===== src/rtl/countdown_timer_27_pkg.sv =====
// Shared definitions for the countdown timer: state encoding and default widths.
package countdown_timer_27_pkg;

    localparam int TIMER_WIDTH = 27;
    localparam int TIMER_PW    = 8;

    typedef enum logic [1:0] {
        S_IDLE    = 2'd0,
        S_RUN     = 2'd1,
        S_EXPIRED = 2'd2
    } state_t;

endpackage


===== src/rtl/countdown_timer_27_prescaler.sv =====
// Prescaler: o_tick fires combinationally when enabled and pcnt is 0; pcnt then reloads.
// Restart takes priority over enable; no backpressure.
module timer_prescaler #(
    parameter int PW = 8
) (
    input  logic          clk,
    input  logic          clr_n,
    input  logic [PW-1:0] i_reload,
    input  logic          i_restart,
    input  logic          i_enable,
    output logic          o_tick
);

    logic [PW-1:0] r_pcnt;

    assign o_tick = i_enable && (r_pcnt == '0);

    always_ff @(posedge clk or negedge clr_n) begin
        if (!clr_n) begin
            r_pcnt <= '0;
        end else if (i_restart) begin
            r_pcnt <= i_reload;
        end else if (i_enable) begin
            r_pcnt <= (r_pcnt == '0) ? i_reload : r_pcnt - PW'(1);
        end
    end

endmodule


===== src/rtl/countdown_timer_27.sv =====
// 27-bit prescaled down-counter with load handshake and one-shot/periodic modes.
// Load accepted only in IDLE (load_ready); expired/cap_en pulse one cycle after the final tick.
module countdown_timer_27
    import countdown_timer_27_pkg::*;
#(
    parameter int WIDTH = TIMER_WIDTH,
    parameter int PW    = TIMER_PW
) (
    input  logic             clk,
    input  logic             clr_n,
    input  logic             load_valid,
    output logic             load_ready,
    input  logic [WIDTH-1:0] load_value,
    input  logic [PW-1:0]    prescale,
    input  logic             periodic,
    input  logic             start,
    input  logic             stop,
    output logic [WIDTH-1:0] count,
    output logic             busy,
    output logic             expired,
    output logic [WIDTH-1:0] cap_d,
    output logic             cap_en
);

    state_t           r_state;
    logic [WIDTH-1:0] r_count;
    logic [WIDTH-1:0] r_reload;
    logic [PW-1:0]    r_pscale;
    logic             r_periodic;
    logic             r_stop_ack;

    logic w_load_fire;
    logic w_start_ok;
    logic w_reload_run;
    logic w_enable;
    logic w_tick;
    logic w_last;

    assign load_ready   = (r_state == S_IDLE);
    assign w_load_fire  = load_valid && load_ready;
    // A same-cycle load wins; start must be re-asserted afterwards.
    assign w_start_ok   = (r_state == S_IDLE) && !w_load_fire && start && !stop
                          && (r_reload != '0);
    assign w_reload_run = (r_state == S_EXPIRED) && !stop && r_periodic;
    assign w_enable     = (r_state == S_RUN) && !stop;
    assign w_last       = (r_count <= WIDTH'(1));

    timer_prescaler #(.PW(PW)) u_prescaler (
        .clk       (clk),
        .clr_n     (clr_n),
        .i_reload  (r_pscale),
        .i_restart (w_start_ok || w_reload_run),
        .i_enable  (w_enable),
        .o_tick    (w_tick)
    );

    always_ff @(posedge clk or negedge clr_n) begin
        if (!clr_n) begin
            r_state    <= S_IDLE;
            r_count    <= '0;
            r_reload   <= '0;
            r_pscale   <= '0;
            r_periodic <= 1'b0;
            r_stop_ack <= 1'b0;
        end else begin
            r_stop_ack <= 1'b0;
            case (r_state)
                S_IDLE: begin
                    if (w_load_fire) begin
                        r_reload   <= load_value;
                        r_count    <= load_value;
                        r_pscale   <= prescale;
                        r_periodic <= periodic;
                    end else if (w_start_ok) begin
                        r_state <= S_RUN;
                    end
                end
                S_RUN: begin
                    if (stop) begin
                        r_state    <= S_IDLE;
                        r_stop_ack <= 1'b1;
                    end else if (w_tick) begin
                        // Saturate: a restart from count 0 expires on its first tick.
                        r_count <= (r_count == '0) ? '0 : r_count - WIDTH'(1);
                        if (w_last) begin
                            r_state <= S_EXPIRED;
                        end
                    end
                end
                S_EXPIRED: begin
                    if (stop) begin
                        r_state <= S_IDLE;
                    end else if (r_periodic) begin
                        r_count <= r_reload;
                        r_state <= S_RUN;
                    end else begin
                        r_count <= '0;
                        r_state <= S_IDLE;
                    end
                end
                default: r_state <= S_IDLE;
            endcase
        end
    end

    assign count   = r_count;
    assign busy    = (r_state == S_RUN) || (r_state == S_EXPIRED);
    assign expired = (r_state == S_EXPIRED);
    assign cap_d   = r_count;
    assign cap_en  = expired || r_stop_ack;

endmodule


===== config.mk =====
export PLATFORM = sky130hd
export DESIGN_NAME = countdown_timer_27
export DESIGN_NICKNAME = d
export VERILOG_FILES = /design/src/rtl/countdown_timer_27_pkg.sv /design/src/rtl/countdown_timer_27_prescaler.sv /design/src/rtl/countdown_timer_27.sv
export SDC_FILE = /design/constraint.sdc
export NUM_CORES = 1
export LEC_CHECK = 0
export ABC_AREA = 0
export ABC_CLOCK_PERIOD_IN_PS = 2300
export BUFFER_PORTS_ARGS = -buffer_cell sky130_fd_sc_hd__buf_2
export CAP_MARGIN = 20
export CORE_MARGIN = 3
export CORE_UTILIZATION = 50
export DETAILED_ROUTE_END_ITERATION = 6
export HOLD_SLACK_MARGIN = 0.02
export PLACE_DENSITY = 0.77
export SETUP_SLACK_MARGIN = 0.3
export SYNTH_ARGS = -nofsm -noshare
export SYNTH_HDL_FRONTEND = slang
export SYNTH_SLANG_ARGS = --single-unit

===== constraint.sdc =====
create_clock -name clk -period 2.3 [get_ports clk]
set_input_delay 0.23 -clock clk [delete_from_list [all_inputs] [get_ports clk]]
set_output_delay 0.23 -clock clk [all_outputs]
set_load 0.02 [all_outputs]

# Word level (Yosys, flattened, before mapping)
# Index checks and enable logic that the tools add are counted.
# totals
ff_bits	74
inputBits	41
out_inout_bits	58
word_cells	63
# op_classes
add_sub_neg	2
order_cmp	1
n_eq_ne	10
muxes	20
n_reduce_logical	23
# op_table
cell	n
27-bit two-way mux	6
27-bit one-hot mux with 3 select lines	1
27-bit by 1-bit <= comparator with 1-bit output (second input constant)	1
27-bit zero test	1
27-bit nonzero test	1
27-bit by 1-bit subtractor with 27-bit output (second input constant)	1
8-bit two-way mux	3
2-bit two-way mux	5
1-bit logical AND	9
8-bit zero test	1
8-bit by 1-bit subtractor with 8-bit output (second input constant)	1
2-bit by 1-bit != test with 1-bit output (second input constant)	3
2-bit != test (second input constant)	3
2-bit one-hot mux with 3 select lines	1
5-bit AND reduction	1
1-bit two-way mux	4
4-bit AND reduction	1
1-bit logical OR	3
3-bit by 2-bit != test with 1-bit output (second input constant)	1
3-bit != test (second input constant)	1
3-bit nonzero test	1
2-bit by 1-bit == test with 1-bit output (second input constant)	1
2-bit == test (second input constant)	1
1-bit zero test	2
other kinds (3)	3

# Longest topological paths before layout
# logic_depth
word_depth	10
depth_mapped	9
ltp_nobuf	7

# Cells and area by module
# Synthesis repeated with hierarchy kept, for this count alone.
# hier_totals
hier_cells	490
area_unflattened_um2	4697.0
# by_module_without_submodules
module	n_inst	cells_per_inst	area_each_um2	seq_area_each_um2
countdown_timer_27	1	426	4149.0	1651.6
timer_prescaler	1	64	548.0	200.2

# Worst setup path after synthesis
# OpenSTA, ideal clock, no wires.
# synth_path
path_kind	register to register
from	reg r_count[4] (netlist: cap_d[4])
to	reg r_count[10] (netlist: cap_d[10])
setup_time_ns	0.125
arrival_ns	2.438
required_ns	2.175
path_slack_ns	-0.264
path_stages_with_launch	9
path_buffers	3
period_less_slack_ns	2.564
cell_sequence	dfrtp_1 > or4_1 > buf_2 > or4_4 > o31a_1 > buf_6 > buf_6 > a221oi_2 > o2bb2ai_1
# synth_between
elab_chain_cells	5
elab_cells_between_ends	6
cone_classes	1 x add/sub; 4 x mux; 1 x reduce/logical
# synth_rtl
element	line	text
start: declaration	countdown_timer_27.sv:26	logic [WIDTH-1:0] r_count;
start signal: assignment	countdown_timer_27.sv:71	r_count <= load_value;
start signal: assignment	countdown_timer_27.sv:84	r_count <= (r_count == '0) ? '0 : r_count - WIDTH'(1);
start signal: assignment	countdown_timer_27.sv:94	r_count <= r_reload;
27-bit by 1-bit subtractor with 27-bit output or 27-bit zero test (tied branches)	countdown_timer_27.sv:84	
27-bit two-way mux *	countdown_timer_27.sv:84	
27-bit two-way mux *	countdown_timer_27.sv:82	end else if (w_tick) begin
27-bit two-way mux *	countdown_timer_27.sv:79	if (stop) begin
27-bit one-hot mux with 3 select lines *	countdown_timer_27.sv:67	case (r_state)
# Mark *: on every way between the ends. The rest lies on a longest branch, timed or not. The select of a mux whose other input is x is not followed.
# A chain may end at the register's enable or synchronous reset.

# Worst setup path in the final report
# layout_path
from	reg r_count[4] (netlist: cap_d[4])
to	reg r_count[7] (netlist: cap_d[7])
# Same word-level chain as after synthesis.

==> impl_metrics.ini <==
[power]
p_int_w = 0.00484
seq_power_share_pct = 29.3
p_sw_share_pct = 45.3
p_clk_share_pct = 13.2
leakage_nw = 2.73
totalPowerFinal_w = 0.00885
powerDensity_mw_per_mm2 = 1400
p_comb_share_pct = 57.6
vdd_drop_max_uv = 795
p_switching_w = 0.00401

[setup_path]
crit_top_cell = or4_4
reg2reg_depth = 6
worstPathMaxFanout = 15
required_ns = 2.53
cp_cell_sequence = or4_4 > or4_4 > o31a_1 > buf_6 > a221oi_2 > o21ai_1
crit_family = simple AND/OR/NAND/NOR gates
crit_arrival_ns = 2.64
end_kind = flip-flop
path_buf_inv = 1
path_class = reg2reg
cp_num_cells = 6
crit_path_top_delay_cell = or4_4
cp-start-kind = flip-flop
cp_slowest_stage_delay_ns = 0.57

[placement]
port_buffers = 98
gp_congestion = 0.918
placed_cells = 713
dp.final_hpwl_microns = 10400
place_ws_ns = -0.235

[routing]
drt-initial-drc-count = 453
ant_nets = 0
vias = 4796
wl_per_cell_microns = 20.9
first_pass_iters = 5
drcViolationCount = 0
via_per_inst = 6.44
wirelength_microns = 15600

[sta]
holdWs_ns = 0.113
totalNegativeSetupSlack_ns = -1.43
worst_pin_slew_ns = 0.474
setup_viol = 21
fin_crit_sh_pct = 105
hold_violations = 0
rsz0062_at_grt = yes
skew_ns = 0.0118
finalCriticalPeriod_ns = 2.41
slew_violations = 0
maxSlewHeadroom_pct = 68.1
fin_ws_ns = -0.113
clock.fmax_mhz = 414

[layout]
finalNonFillerCells = 745
seq_area_sq_mm = 0.00185
fin_nets = 682
synthToLayoutAreaGrowth_pct = 35.3
fillers = 657
drive_gt1_share_pct = 46.0
num_antenna_cells = 0
multiInputGateArea_sq_mm = 0.00272

[synthesis]
synth_sequential_area_ratio_pct = 39.7
synth-edff-count = 0
synth_seq_cells = 74
syn_inst = 491
ys_warn_count = 0
synth.avg_cell_area_sq_um = 9.50
ys.flop_type = dfrtp_1
yosysUniqueCellTypes = 64
syn_nets = 541
async_flop_share_pct = 100
syn-cell-area_sq_mm = 0.00466

[floorplan]
chipHeight_microns = 103
dieArea_sq_mm = 0.0105
dieWidth_microns = 103
core-area_sq_mm = 0.00889
row_count = 34
initial_core_util_pct = 52.4
ios = 99

[hold_path]
hold_path.class = in2reg
holdPathStages = 2

[grt]
grt_max_degree = 58
track_usage_pct = 27.9
grt_pass1_wl_microns = 23000
grt.overflow.total = 0
first_global_vias = 4412
antenna_found_initial = 0

[run]
max_cap_violations = 0

[clock_network]
clock_latency_ns = 0.35
clkSlewWorstSetupHoldPaths_ns = 0.08
cts_made_buffers = 9
htree_levels = 3
cts.root.buffer_cell = clkbuf_8
cts_tree = built
cts_num_sinks = 74
clk_path_buf_depth = 2

[outcome]
violations = setup timing
status = finished, violations left
==> power groups by stage <==
stage / sequential, W / combinational, W / clock (W)
finish: 0.00259 / 0.00509 / 0.00117
global route: 0.00265 / 0.00543 / 0.00124
CTS: 0.00250 / 0.00449 / 0.00118
detailed placement: 0.00252 / 0.00436 / 0
global placement: 0.00249 / 0.00428 / 0
floorplan: 0.00273 / 0.00260 / 0
==> metal layers <==
layer | vias to the layer above | wire length (microns) | GRT usage (%)
li1 | 2132 | - | -
met1 | 2306 | 6090 | 39.6
met2 | 318 | 7370 | 43.3
met3 | 40 | 1650 | 3.72
met4 | 0 | 502 | 11.3
met5 | - | 0 | 0
==> layout make-up <==
| cell class | count | share of cell area [%] |
|---|---|---|
| multi-input combinational | 348 | 43.1 |
| sequential | 74 | 29.4 |
| timing repair buffer | 182 | 20.8 |
| clock buffer | 12 | 2.46 |
| tap | 108 | 2.14 |
| clock inverter | 4 | 1.17 |
| inverter | 17 | 1.01 |
==> placed cells by master, fill, tap and decap left out, types with 4 or more instances in the layout <==
master and instances:
buf_2 97, dfrtp_1 72, buf_4 62, nand2_1 40
mux2_2 35, o21ai_0 30, nor2_1 26, nor3_1 15
inv_1 13, nor4_1 13, buf_6 12, a31oi_1 11
clkbuf_8 11, o21ai_1 10, a221oi_2 8, nand3_1 8
ha_1 7, buf_12 7, o31a_1 6, nand4_1 6
a21oi_1 6, or3_1 5, o31ai_1 5, o2bb2ai_2 5
o2bb2ai_1 5, a2bb2oi_1 5, inv_2 4, or2_2 4
and2_1 4, a21o_1 4, nor4_2 4, o32ai_1 4
==> final timing paths <==
kind | from | to | slack [ns]
max | cap_d[4] | cap_d[7] | -0.11
min | prescale[0] | r_pscale[0] | 0.11
max reg2reg | cap_d[4] | cap_d[7] | -0.11
min reg2reg | r_pscale[3] | u_prescaler.r_pcnt[3] | 0.49
max in group asynchronous | clr_n | cap_d[23] | 1.33
min in group asynchronous | clr_n | r_reload[7] | 0.36
==> kinds of logic (layout without fill, tap and decap cells) <==
family          after synthesis  count (layout)  share of synthesized area [%]
flops                        74              74                           39.7
compound gates              145             145                           23.2
xor+xnor                      3               3                          0.564
fa+ha+maj                     9               9                           2.41
simple gates                154             154                           17.1
buf+inv                      69             215                           8.18
mux                          37              37                           8.88
==> cell usage after synthesis (8+ instances only) <==
master     number  area [sq um]
o31ai_1         8          60.1
nor4_1         16           100
inv_1          17          63.8
clkbuf_1       20          75.1
nand3_1         8          40.0
nor2_1         29           109
o21ai_0        41           205
nand2_1        41           154
a31oi_1        12          75.1
buf_4          28           210
mux2_2         35           394
dfrtp_1        74          1850
nor3_1         17          85.1
ha_1            9           113
o2bb2ai_1      10          87.6
==> flip-flops by register name, indices dropped and copies added, names as in the netlist <==
name,cells
cap_d,27
r_reload,27
r_pscale,8
u_prescaler.r_pcnt,8
r_state,2
r_periodic,1
r_stop_ack,1
==> per-stage QoR <==
step	utilization (%)	cell area, sq um
3_5_place_dp	62.7	5570
3_3_place_gp	62.7	5570
2_1_floorplan	-	4680
5_1_grt	71.0	6310
4_1_cts	66.4	5900
6_report	71.0	6310
==> what timing repair did <==
item | 4_1_cts | 5_1_grt
cloned | 0 | 4
gates resized for setup | 15 | 60
pin swaps | 2 | 13
setup endpoints to repair | 29 | 37
hold buffers | 1 | 0
setup buffers | 3 | 8
endpoints found under the hold margin | 31 | 0
Power figures use the tool's default switching activity.
